===== src/rtl/mod_seq_pkg.sv =====
// mod_seq_pkg: shared state encoding, reset defaults and config legality check for the modulo-N sequencer
package mod_seq_pkg;
  typedef enum logic [1:0] {IDLE, RUN, PAUSED} state_t;
  localparam int DEF_MOD = 100;
  localparam int DEF_PASSES = 1;
  function automatic logic cfg_ok(input int unsigned m, input int unsigned p, input logic cont, input int unsigned w);
    return (m >= 2) && (m <= (32'd1 << w)) && (cont || p != 0);
  endfunction
endpackage


===== src/rtl/mod_n_counter.sv =====
// mod_n_counter: counts 0..modulus-1 while enabled, tc flags the wrapping cycle
module mod_n_counter #(
  parameter int CNT_W = 7
) (
  input  logic             clk,
  input  logic             rst,
  input  logic             en,
  input  logic             clr,
  input  logic [CNT_W:0]   modulus,
  output logic [CNT_W-1:0] count,
  output logic             tc
);
  assign tc = ({1'b0, count} == modulus - (CNT_W+1)'(1)) & en;
  always_ff @(posedge clk or negedge rst)
    if (!rst) count <= '0;
    else if (clr) count <= '0;
    else if (en) count <= tc ? '0 : count + CNT_W'(1);
endmodule


===== src/rtl/mod_counter_sequencer.sv =====
// mod_counter_sequencer: configures and runs a modulo-N counter for a set number of wraps or forever,
// with pause/abort control and wrap/done/cfg_err pulses
module mod_counter_sequencer #(
  parameter int CNT_W   = 7,
  parameter int DEF_MOD = mod_seq_pkg::DEF_MOD,
  parameter int PASS_W  = 8
) (
  input  logic              clk,
  input  logic              rst,
  input  logic              cfg_valid,
  output logic              cfg_ready,
  input  logic [CNT_W:0]    cfg_mod,
  input  logic [PASS_W-1:0] cfg_passes,
  input  logic              cfg_cont,
  input  logic              start,
  input  logic              pause,
  input  logic              abort,
  output logic [CNT_W-1:0]  count,
  output logic              wrap,
  output logic              done,
  output logic              busy,
  output logic [PASS_W-1:0] pass_cnt,
  output logic              cfg_err
);
  import mod_seq_pkg::*;
  state_t st, nxt;
  logic [CNT_W:0] act_mod;
  logic [PASS_W-1:0] act_passes;
  logic act_cont, hs, ok, bad_hs, go, en, clr, tc, fin;
  assign cfg_ready = st == IDLE;
  assign busy = st != IDLE;
  assign hs = cfg_valid & cfg_ready;
  assign ok = cfg_ok(32'(cfg_mod), 32'(cfg_passes), cfg_cont, CNT_W);
  assign bad_hs = hs & ~ok;
  // a rejected config in the same cycle cancels the start
  assign go = (st == IDLE) & start & ~bad_hs;
  assign en = (st == RUN) & ~abort & ~pause;
  assign clr = go | (busy & abort);
  assign fin = ~act_cont & (pass_cnt + PASS_W'(1) == act_passes);
  mod_n_counter #(.CNT_W(CNT_W)) u_cnt (
    .clk(clk), .rst(rst), .en(en), .clr(clr), .modulus(act_mod), .count(count), .tc(tc)
  );
  always_comb begin
    nxt = st;
    nxt = (st == IDLE) ? (go ? RUN : IDLE)
        : abort ? IDLE
        : (st == PAUSED) ? (pause ? PAUSED : RUN)
        : pause ? PAUSED
        : (tc & fin) ? IDLE : RUN;
  end
  always_ff @(posedge clk or negedge rst)
    if (!rst) begin
      st <= IDLE;
      act_mod <= (CNT_W+1)'(DEF_MOD);
      act_passes <= PASS_W'(DEF_PASSES);
      act_cont <= 1'b0;
      pass_cnt <= '0;
      wrap <= 1'b0;
      done <= 1'b0;
      cfg_err <= 1'b0;
    end else begin
      st <= nxt;
      if (hs & ok) begin
        act_mod <= cfg_mod;
        act_passes <= cfg_passes;
        act_cont <= cfg_cont;
      end
      pass_cnt <= clr ? '0 : tc ? pass_cnt + PASS_W'(1) : pass_cnt;
      wrap <= tc;
      done <= tc & fin;
      cfg_err <= bad_hs;
    end
endmodule


===== config.mk =====
export PLATFORM = sky130hd
export DESIGN_NAME = mod_counter_sequencer
export DESIGN_NICKNAME = d
export VERILOG_FILES = /design/src/rtl/mod_seq_pkg.sv /design/src/rtl/mod_n_counter.sv /design/src/rtl/mod_counter_sequencer.sv
export SDC_FILE = /design/constraint.sdc
export NUM_CORES = 1
export LEC_CHECK = 0
export CAP_MARGIN = 20
export CORE_UTILIZATION = 40
export CTS_BUF_LIST = sky130_fd_sc_hd__clkbuf_8
export DETAILED_ROUTE_END_ITERATION = 12
export PLACE_DENSITY = 0.7
export SYNTH_ARGS = -nofsm -noshare
export SYNTH_HDL_FRONTEND = slang
export SYNTH_SLANG_ARGS = --single-unit

===== constraint.sdc =====
create_clock -name clk -period 2.8 [get_ports clk]
set_input_delay 0.28 -clock clk [delete_from_list [all_inputs] [get_ports clk]]
set_output_delay 0.28 -clock clk [all_outputs]
set_load 0.1 [all_outputs]

## After elaboration in Yosys (flattened, before gate mapping)

Index checks and enable logic that the tools add are counted.

| storage, ports and cells | value |
|---|---|
| register bits | 37 |
| bits of input ports | 23 |
| output and inout port bits | 20 |
| word-level logic and storage cells | 55 |

| cells by class | value |
|---|---|
| $add $sub $neg | 3 |
| order comparisons | 2 |
| eq/ne operators | 4 |
| muxes and demuxes | 12 |
| bitwise operators | 17 |
| reductions and logical operators | 8 |

Operators with widths:

| operator | number |
|---|---|
| 7-bit 2-to-1 mux | 3 |
| 8-bit 2-to-1 mux | 2 |
| 1-bit AND | 11 |
| 2-bit 2-to-1 mux | 5 |
| 8-bit by 1-bit adder with 8-bit output (second input constant) | 1 |
| 7-bit by 8-bit == test with 1-bit output | 1 |
| 8-bit == test | 1 |
| 8-bit by 2-bit greater-or-equal comparator with 1-bit output (second input constant) | 1 |
| 8-bit <= comparator (second input constant) | 1 |
| 8-bit nonzero test | 1 |
| 8-bit by 1-bit subtractor with 8-bit output (second input constant) | 1 |
| 7-bit by 1-bit adder with 7-bit output (second input constant) | 1 |
| 2-bit nonzero test | 3 |
| 1-bit NOT | 5 |
| 2-bit by 1-bit == test with 1-bit output (second input constant) | 1 |
| 2-bit == test (second input constant) | 1 |
| 1-bit logical AND | 2 |
| 2-bit logical NOT | 1 |
| 1-bit 2-to-1 mux | 2 |
| 1-bit logical OR | 1 |
| 1-bit bitwise OR | 1 |

## Longest topological paths before layout

| logic depth | value |
|---|---|
| depth after elaboration | 10 |
| mapped depth | 9 |

## By module

From an unflattened synthesis, not the netlist that was laid out.

| unflattened totals | value |
|---|---|
| cells, all modules | 207 |
| area, all modules | 2,209.6 um^2 |

Modules (own cells, without submodules):

| module | times used | cells an instance | area each (um^2) | seq. area each (um^2) |
|---|---|---|---|---|
| mod_counter_sequencer | 1 | 130 | 1,565.3 | 755.7 |
| mod_n_counter | 1 | 77 | 644.4 | 175.2 |

## Least setup slack after synthesis

No wires, ideal clock.

| path | value |
|---|---|
| kind | reg2out |
| start | register st[1] |
| end | output busy |
| arrival | 2,851 ps |
| required time | 2,520 ps |
| slack | -331 ps |
| cell stages (with the launch flop) | 3 |
| buffers on the path | 0 |
| cells stage by stage | dfrtp_1 > nor2_1 > inv_1 |

| on the way | value |
|---|---|
| word-level cells in the longest chain between the ends | 1 |

RTL lines:

| element | line | text |
|---|---|---|
| start: declaration | mod_counter_sequencer.sv:26 | `state_t st, nxt;` |
| start signal: assignment | mod_counter_sequencer.sv:62 | `st <= nxt;` |
| 2-bit nonzero test | mod_counter_sequencer.sv:31 | `assign busy = st != IDLE;` |
| end: declaration | mod_counter_sequencer.sv:21 | `output logic busy,` |

No other way between the ends.

## Final worst setup path

| path | value |
|---|---|
| start | register act_mod[0] |
| end | register pass_cnt[6] |

| on the way | value |
|---|---|
| word-level cells in the longest chain between the ends | 4 |

RTL lines:

| element | line | text |
|---|---|---|
| start: declaration | mod_counter_sequencer.sv:27 | `logic [CNT_W:0] act_mod;` |
| start signal: assignment | mod_counter_sequencer.sv:54 | `act_mod <= (CNT_W+1)'(DEF_MOD);` |
| start signal: assignment | mod_counter_sequencer.sv:64 | `act_mod <= cfg_mod;` |
| 8-bit by 1-bit subtractor with 8-bit output | mod_n_counter.sv:13 | `assign tc = ({1'b0, count} == modulus - (CNT_W+1)'(1)) & en;` |
| 7-bit by 8-bit == test with 1-bit output | mod_n_counter.sv:13 |  |
| 1-bit AND | mod_n_counter.sv:13 |  |
| 2-bit nonzero test (no source line) | n/a |  |
| end signal: assignment | mod_counter_sequencer.sv:68 | `pass_cnt <= clr ? '0 : tc ? pass_cnt + PASS_W'(1) : pass_cnt;` |
| end: declaration | mod_counter_sequencer.sv:22 | `output logic [PASS_W-1:0] pass_cnt,` |

No other way between the ends.
A chain may end at the register's enable or synchronous reset.

==> results.ini <==
[layout]
final_layout_size_suffix_gt1_frac=0.227
mostFrequentLayoutCell=dfrtp_1
nets=285
nFillCells=481
register_area_sq_um=931
final_cell_mix=33 x dfrtp_1, 25 x buf_4, 21 x clkdlybuf4s50_1
n_antenna_cell=0
multiInputGateArea_sq_um=1110
area_growth_syn_to_layout_pct=25.8

[power]
power.density_cell_area_nw_per_um2=550
fin_total_pwr_mw=1.45
vdd.ir_drop.worst_mv=0.249
p_leak_nw=1.17

[die]
die_area_sq_um=5540
initial_cell_density_of_the_core=0.430
die_h_um=74.4
design.portCount=43
fp-row-count=25
core_area_sq_um=4880
die_x_um=74.4

[synth]
synth-seq-cells=37
synthFlopType=dfrtp_1
post_synth_instance_area_sq_um=2100
synth_enable_flop_cells=0
avg_cell_area_syn_sq_um=9.89
synth_cells=212
async_reset_ff_frac=1.00
seq_area_frac_synth=0.444
synth.distinct_cells=45
syn-num-nets=238
yosys_warnings=0

[run_status]
status=completed

[timing]
timing.fmax_mhz=397
final-setup-viol-count=0
pins_over_slew_limit=0
timing.setup.tns_ps=0
skew_ps=5.92
slew_headroom=0.459
hold_vio_cnt_final=0
timing_worst_slew_pin_value_ps=811
post-route-min-period_ps=2520
unrepaired_setup_endpoints_after_global_routing=no
period_share=0.900

[critical_path]
critical_path_peak_fanout=7
worstSetupStartpointType=register
timing.critical_path.arrival_ps=2710
timing.critical_path.required_ps=2990
timing.setup.critical_path_class=register to register
cp-end-kind=register

[placement]
globalplace.congestion=0.799
hpwl_um=3520
port_buffers=42

[detailed_routing]
drtAntennaViolNets=0
starting_drt_drc_count=122
detail_route.first_pass.iterations=4
detail_route.wl_per_cell_um=14.2
detail_route.vias_per_cell=5.40
dr_total_vias=1766
finalWirelength_um=4640
drc_errors=0

[global_route]
grt_pass1_wl_um=7800
grt_start_max_net_pins=38
antenna_found_initial=0
total_global_routing_overflow=0
globalRouteTotalUtil=0.185
number_of_global_route_vias_before_repair=1654

[clock_tree]
post_cts.resized_instances=0
htree_num_levels=2
post_cts_hold_buffer_count=0
cts.reportedPaths.clkPinSlew_ps=70
cts_num_sinks=37
tritoncts.num_buffers=5
clockBufferDepth=2
cts_tree=yes
postCtsSetupBuffers=0
cts.root.buffer_cell=clkbuf_8
clock_insertion_delay_worst_skew_ps=280

[run]
max_cap_viol_count=0

[hold_path]
timing.hold.worst.class=input port to asynchronous set/reset pin

## metal layers
layer | share of wire | wire length [um] | track usage
met4 | 0.011 | 53 | 0.0692
met2 | 0.46 | 2150 | 0.289
met1 | 0.48 | 2230 | 0.261
met3 | 0.045 | 208 | 0.0257
met5 | 0 | 0 | 0
## stage by stage
stage               utilization  area [sq um]  hold WS [ps]  setup WS, ps  cells
finish                    0.541          2640          84.7           279    327
global route              0.541          2640           147          39.8    327
floorplan                     -          2100         -15.6           346    212
CTS                       0.541          2640           108           260    327
detailed placement        0.524          2560           421          53.0    319
global placement          0.524          2560           420           186    319
## logic make-up (layout without fill, tap and decap cells)
group / after synthesis / in the layout / synth area share
AND/OR/NAND/NOR: 85 / 85 / 0.220
AO/OA/AOI/OAI: 35 / 35 / 0.112
XOR/XNOR: 20 / 20 / 0.0835
multiplexers: 18 / 18 / 0.0961
adder cells (fa/ha/maj): 3 / 3 / 0.0179
buffers and inverters: 14 / 62 / 0.0268
flip-flops: 37 / 37 / 0.444
## final timing paths
path,startpoint,endpoint,slack [ps],cells past startpoint
worst min-delay path,rst,pass_cnt[1]$_DFFE_PN0P_,80,1
worst max-delay path,act_mod[0]$_DFFE_PN0P_,pass_cnt[6]$_DFFE_PN0P_,280,8
worst max register to register,act_mod[0]$_DFFE_PN0P_,pass_cnt[6]$_DFFE_PN0P_,280,8
max in group asynchronous,rst,u_cnt.count[5]$_DFFE_PN0P_,2210,1
worst min register to register,act_cont$_DFFE_PN0P_,act_cont$_DFFE_PN0P_,530,1
min in group clk,act_cont$_DFFE_PN0P_,act_cont$_DFFE_PN0P_,530,1
## registers in the layout (all words and copies together) (netlist names)
| name | count |
|---|---|
| u_cnt.count | 7 |
| pass_cnt | 8 |
| wrap | 1 |
| act_passes | 8 |
| cfg_err | 1 |
| done | 1 |
| act_cont | 1 |
| st | 2 |
| act_mod | 8 |
## cell usage after synthesis, drive strengths merged, types with 2 or more instances
| library cell | number | area, sq um |
|---|---|---|
| o2111ai | 2 | 17.5 |
| o211ai | 2 | 15.0 |
| a21oi | 11 | 55.1 |
| and3 | 4 | 25.0 |
| or3 | 5 | 31.3 |
| clkbuf | 4 | 15.0 |
| dfrtp | 33 | 826 |
| mux2 | 17 | 191 |
| o21ai | 8 | 43.8 |
| a211oi | 2 | 15.0 |
| nor4 | 4 | 25.0 |
| nand3 | 9 | 45.0 |
| a21o | 2 | 15.0 |
| buf | 3 | 15.0 |
| nor3 | 7 | 35.0 |
| a211o | 3 | 26.3 |
| nand2b | 4 | 25.0 |
| inv | 7 | 26.3 |
| xnor2 | 9 | 78.8 |
| ha | 3 | 37.5 |
| nor3b | 5 | 37.5 |
| nor2 | 15 | 56.3 |
| nand2 | 17 | 63.8 |
| nand4 | 5 | 31.3 |
| dfstp | 4 | 105 |
| xor2 | 11 | 96.3 |
## cell type report
type / instances / area share
multi-input cells: 161 / 0.422
flip-flops and latches: 37 / 0.353
repair buffers: 47 / 0.153
well taps: 67 / 0.0318
clock buffers: 5 / 0.0261
inverters: 7 / 0.00996
clock inverters: 3 / 0.00522
## power by group
group / internal (mW) / switching [mW]
Clock: 0.169 / 0.185
Sequential: 0.621 / 0.0840
Combinational: 0.197 / 0.197
## critical path: stages, from the launching register on
cell	delay [ps]
dfrtp_1	430
inv_1	80
ha_1	190
or3b_1	370
nor3_1	190
xnor2_1	140
o2111ai_1	340
or4_1	600
o221ai_1	80
(Power assumes the default switching activity.)
